===== src/rtl/ctrl_pipereg.sv =====
// ctrl_pipereg: two-entry (main + skid) pipeline register for a control bundle.
// in_ready depends only on registered occupancy, so there is no combinational
// path from out_ready back to in_ready. An empty stage presents BUBBLE.
// Optional feature: define CTRL_PIPEREG_STATS_EN to add the stall_cnt and flush_cnt
// statistics outputs.
module ctrl_pipereg #(
  parameter int unsigned       WIDTH  = 8,
  parameter logic [WIDTH-1:0]  BUBBLE = {WIDTH{1'b0}}
) (
  input  logic             clk,
  input  logic             rst_n,
  input  logic             flush,
  input  logic             in_valid,
  output logic             in_ready,
  input  logic [WIDTH-1:0] in_data,
  output logic             out_valid,
  input  logic             out_ready,
  output logic [WIDTH-1:0] out_data
`ifdef CTRL_PIPEREG_STATS_EN
  ,
  output logic [15:0]      stall_cnt,
  output logic [7:0]       flush_cnt
`endif
);

  typedef enum logic [1:0] {StEmpty, StOne, StTwo} state_e;

  state_e           state_q, state_d;
  logic [WIDTH-1:0] main_q, main_d;
  logic [WIDTH-1:0] skid_q, skid_d;
  logic             accept, transfer;

  assign accept   = in_valid & in_ready;
  assign transfer = out_valid & out_ready;

  // State and entry registers; reset empties the stage.
  always_ff @(posedge clk or negedge rst_n) begin
    if (!rst_n) begin
      state_q <= StEmpty;
      main_q  <= BUBBLE;
      skid_q  <= BUBBLE;
    end else begin
      state_q <= state_d;
      main_q  <= main_d;
      skid_q  <= skid_d;
    end
  end

  // Next-state and entry update; flush overrides everything.
  always_comb begin
    state_d = state_q;
    main_d  = main_q;
    skid_d  = skid_q;
    if (flush) begin
      state_d = StEmpty;
      main_d  = BUBBLE;
      skid_d  = BUBBLE;
    end else begin
      unique case (state_q)
        StEmpty: begin
          if (accept) begin
            state_d = StOne;
            main_d  = in_data;
          end
        end
        StOne: begin
          if (accept && transfer) begin
            main_d = in_data;
          end else if (accept) begin
            state_d = StTwo;
            skid_d  = in_data;
          end else if (transfer) begin
            state_d = StEmpty;
            main_d  = BUBBLE;
          end
        end
        StTwo: begin
          if (transfer) begin
            state_d = StOne;
            main_d  = skid_q;
            skid_d  = BUBBLE;
          end
        end
        default: begin
          state_d = StEmpty;
          main_d  = BUBBLE;
          skid_d  = BUBBLE;
        end
      endcase
    end
  end

  // Handshake outputs decoded from registered occupancy only.
  always_comb begin
    in_ready  = (state_q != StTwo);
    out_valid = (state_q == StOne) || (state_q == StTwo);
    out_data  = out_valid ? main_q : BUBBLE;
  end

`ifdef CTRL_PIPEREG_STATS_EN
  logic [15:0] stall_cnt_q;
  logic [7:0]  flush_cnt_q;

  // Saturating statistics counters; cleared only by reset, never by flush.
  always_ff @(posedge clk or negedge rst_n) begin
    if (!rst_n) begin
      stall_cnt_q <= 16'h0000;
      flush_cnt_q <= 8'h00;
    end else begin
      if (out_valid && !out_ready && (stall_cnt_q != 16'hFFFF)) begin
        stall_cnt_q <= stall_cnt_q + 16'd1;
      end
      if (flush && (flush_cnt_q != 8'hFF)) begin
        flush_cnt_q <= flush_cnt_q + 8'd1;
      end
    end
  end

  assign stall_cnt = stall_cnt_q;
  assign flush_cnt = flush_cnt_q;
`endif

endmodule


===== config.mk =====
export PLATFORM = sky130hd
export DESIGN_NAME = ctrl_pipereg
export DESIGN_NICKNAME = d
export VERILOG_FILES = /design/src/rtl/ctrl_pipereg.sv
export SDC_FILE = /design/constraint.sdc
export NUM_CORES = 1
export LEC_CHECK = 0
export CAP_MARGIN = 20
export CORE_MARGIN = 10
export CORE_UTILIZATION = 48
export CTS_CLUSTER_SIZE = 14
export DETAILED_ROUTE_END_ITERATION = 7
export PLACE_DENSITY = 0.77
export SYNTH_ARGS = -nofsm -noshare
export SYNTH_HDL_FRONTEND = slang
export SYNTH_SLANG_ARGS = --single-unit

===== constraint.sdc =====
create_clock -name clk -period 2.1 [get_ports clk]
set_input_delay 0.315 -clock clk [delete_from_list [all_inputs] [get_ports clk]]
set_output_delay 0.315 -clock clk [all_outputs]
set_load 0.005 [all_outputs]

==> key figures <==
Status
  • Status: complete, no violations

Critical path
  • Reg2reg setup slack: 180 ps
  • Most common cell on crit path: inv_1
  • Max incr delay on CP: 490 ps
  • CP endpoint: in_ready
  • Setup crit end kind: output port
  • CP Cell Sequence: inv_1 -> ha_1 -> buf_6 -> inv_1 -> clkdlybuf4s50_1
  • Reg-to-reg critical path endpoint: main_q[6]
  • CP startpoint: state_q[0]
  • Slowest stage cell, crit path: clkdlybuf4s50_1
  • Required time worst endpoint: 1780 ps
  • Worst Path Max Fanout: 8
  • CP startpoint kind: register
  • Buf/Inv on CP: 4
  • Delay-heaviest family, CP: buffers and inverters
  • Worst EP arrival: 1670 ps
  • CP Class: reg2out
  • Reg2Reg Launch Point: state_q[0]
  • Total stage count of the critical path: 5
  • FF-to-FF path depth: 8

Routing
  • Final ANT Viol Nets: 0
  • Via density per instance: 5.52
  • Detailed Routing Iterations Pass 1: 4
  • Final WL: 2590 um
  • DRC: 0
  • Via count: 878
  • Number of DRC markers in iteration 0: 27
  • Avg WL per Cell: 16.3 um

GRT
  • Largest net degree at the start of global routing: 19
  • Vias in the first global route: 853
  • Initial antenna violation count: 0
  • First-pass GRT wire length: 4150 um
  • Total track usage: 12.1%
  • Gr ovfl total: 0

CTS
  • # H-tree levels: 1
  • CTS Buf Count: 3
  • CTS tree: done
  • Clk sink count: 18
  • Max Buffers Root-to-Sink: 2
  • Root buf cell: clkbuf_4
  • Post-CTS Hold Buffers: 0
  • Clk pin slew, worst setup/hold paths: 100 ps
  • Clk_lat worst skew: 300 ps

Run
  • Max Cap Viol: 0

Cells and area
  • Commonest non-fill, non-tap cell in the layout: dfrtp_1
  • Commonest non-fill, non-tap cells in the layout: dfrtp_1, clkdlybuf4s50_1, a21oi_1, buf_4, nand2_1
  • Fraction of final layout cells sized beyond drive strength 1: 15.9%
  • Diode count: 0
  • Layout fillers: 168
  • Multi-input gate area: 520 sq um
  • Net total in the final layout: 150
  • Area Growth Syn to Fin: 39.5%
  • Sequential cell area: 450 sq um

Synthesis
  • Post-synthesis cell count: 99
  • Avg Inst Size Synth: 9.98 sq um
  • Cell taking the most area after synthesis: dfrtp_1
  • Area share of the largest cell type after synthesis: 45.6%
  • Seq cells post-synth: 18
  • Post-Syn Nets: 116
  • Warnings from Yosys: 0
  • Top post-synthesis cells by area: dfrtp_1, o2bb2ai_1, a22oi_1
  • Cell Area, Synth: 988 sq um
  • Distinct cells, synth: 26
  • Seq/Total Area, Yosys: 45.6%

Die
  • Die ar.: 4270 sq um
  • Chip height: 65.4 um
  • Core area: 1960 sq um
  • Die width: 65.4 um
  • Ports: 23
  • Initial Util: 50.4%
  • Num rows: 16

Timing
  • Final Cycle Share: 94.6%
  • Pins over their slew limit: 0
  • Slew of the pin with the lowest slew margin: 419 ps
  • F_max: 503 MHz
  • Slew HR: 72.1%
  • Post-route minimum period: 1990 ps
  • Final hold vios: 0
  • Final setup fails: 0
  • Total Neg Setup Slack: 0 ps
  • Worst setup margin: 113 ps
  • Unrepaired setup endpoints after global routing: false
  • Clock skew: 3.17 ps

Power
  • Comb power frac: 42.4%
  • Internal power: 0.000718 W
  • Sw Ratio: 34.8%
  • Pwr dens: 799 nW/um^2
  • Psw: 0.000383 W
  • Final Total Pwr: 0.00110 W
  • LEAKAGE: 0.723 nW
  • Flop pwr share: 37.8%
  • Worst vdd ir: 0.516 mV
  • Clk network pwr share: 19.8%

Place
  • Post-DP HPWL: 1840 um
  • DP Worst Slack: 126 ps
  • Placer Congestion: 0.783
  • Port Buffers: 22

Hold path
  • Min-Delay Path Class: in2async
-- worst min-delay path by stage --
stage	end	slack, ps	cells after the start
after global placement	main_q[2]	460	1
after detailed placement	main_q[5]	470	1
final	skid_q[6]	330	2
after global routing	skid_q[6]	340	2
after floorplan	main_q[0]	20	0
after CTS	main_q[0]	330	2
-- worst register-to-register path, stage by stage (launching register included) --
cell and delay, ps:
dfrtp_1 360, inv_1 80, ha_1 240, buf_6 150, buf_4 160, nand3b_1 200, o21bai_2 330, a22oi_1 160
o2bb2ai_1 160
-- cells in the mapped netlist (all sizes together) --
cell / n
clkbuf: 1
a22o: 1
o21bai: 1
a21bo: 1
nand2b: 1
inv: 3
and4b: 1
or3: 1
buf: 3
and2: 8
a221o: 1
or3b: 1
nand2: 10
o2bb2ai: 8
nand3: 8
o21a: 1
a221oi: 1
a21oi: 11
ha: 4
a22oi: 8
o21ai: 2
nor2: 3
a2bb2oi: 1
dfrtp: 18
nand3b: 1
-- power by group through the flow --
stage	clock, W	sequential, W	combinational (W)
after floorplan	0	0.000419	0.000258
final	0.000218	0.000417	0.000467
after CTS	0.000225	0.000416	0.000451
after global routing	0.000240	0.000423	0.000511
after detailed placement	0	0.000426	0.000413
after global placement	0	0.000424	0.000405
-- metrics by stage --
step           std cells  hold WS, ps  utilization, %  cell area (sq um)
2_1_floorplan         99         19.4               -                988
3_3_place_gp         149          465            64.3               1260
3_5_place_dp         149          467            64.3               1260
4_1_cts              155          335            67.5               1330
5_1_grt              159          336            70.3               1380
6_report             159          333            70.3               1380
-- logic make-up (layout without fill, tap and decap cells) --
kind of cell,Yosys count,in the layout,share of synthesized area (%)
buffers and inverters,7,40,3.04
adder cells (fa/ha/maj),4,4,5.06
flip-flops,18,18,45.6
AO/OA/AOI/OAI,36,36,28.1
AND/OR/NAND/NOR,34,34,18.2
-- area by class of cell --
class	count	share of cell area, %
Timing Repair Buffer	33	23.7
Inverter	3	0.817
Sequential cell	18	32.7
Tap cell	27	2.45
Clock buffer	4	2.63
Multi-Input combinational cell	74	37.7
-- sequential cells by signal, indices dropped and copies added (netlist names) --
signal / count
skid_q: 8
main_q: 8
state_q: 2
-- metal layers --
| layer | routed length [um] | GRT usage [%] | vias to the layer above | share of wire [%] |
|---|---|---|---|---|
| met5 | 0 | 0 | - | 0 |
| met4 | 24 | 4.81 | 0 | 0.93 |
| met3 | 110 | 3.22 | 4 | 4.2 |
| met2 | 1310 | 18.8 | 24 | 50 |
| met1 | 1150 | 15.6 | 421 | 44 |
| li1 | - | - | 429 | - |
-- repair_timing --
action,4_1_cts,5_1_grt
buffers inserted,2,4
resized for setup,2,10
setup endpoints to repair,10,9
pin swaps,0,1
Note: power is estimated with default switching activity, not from simulation.
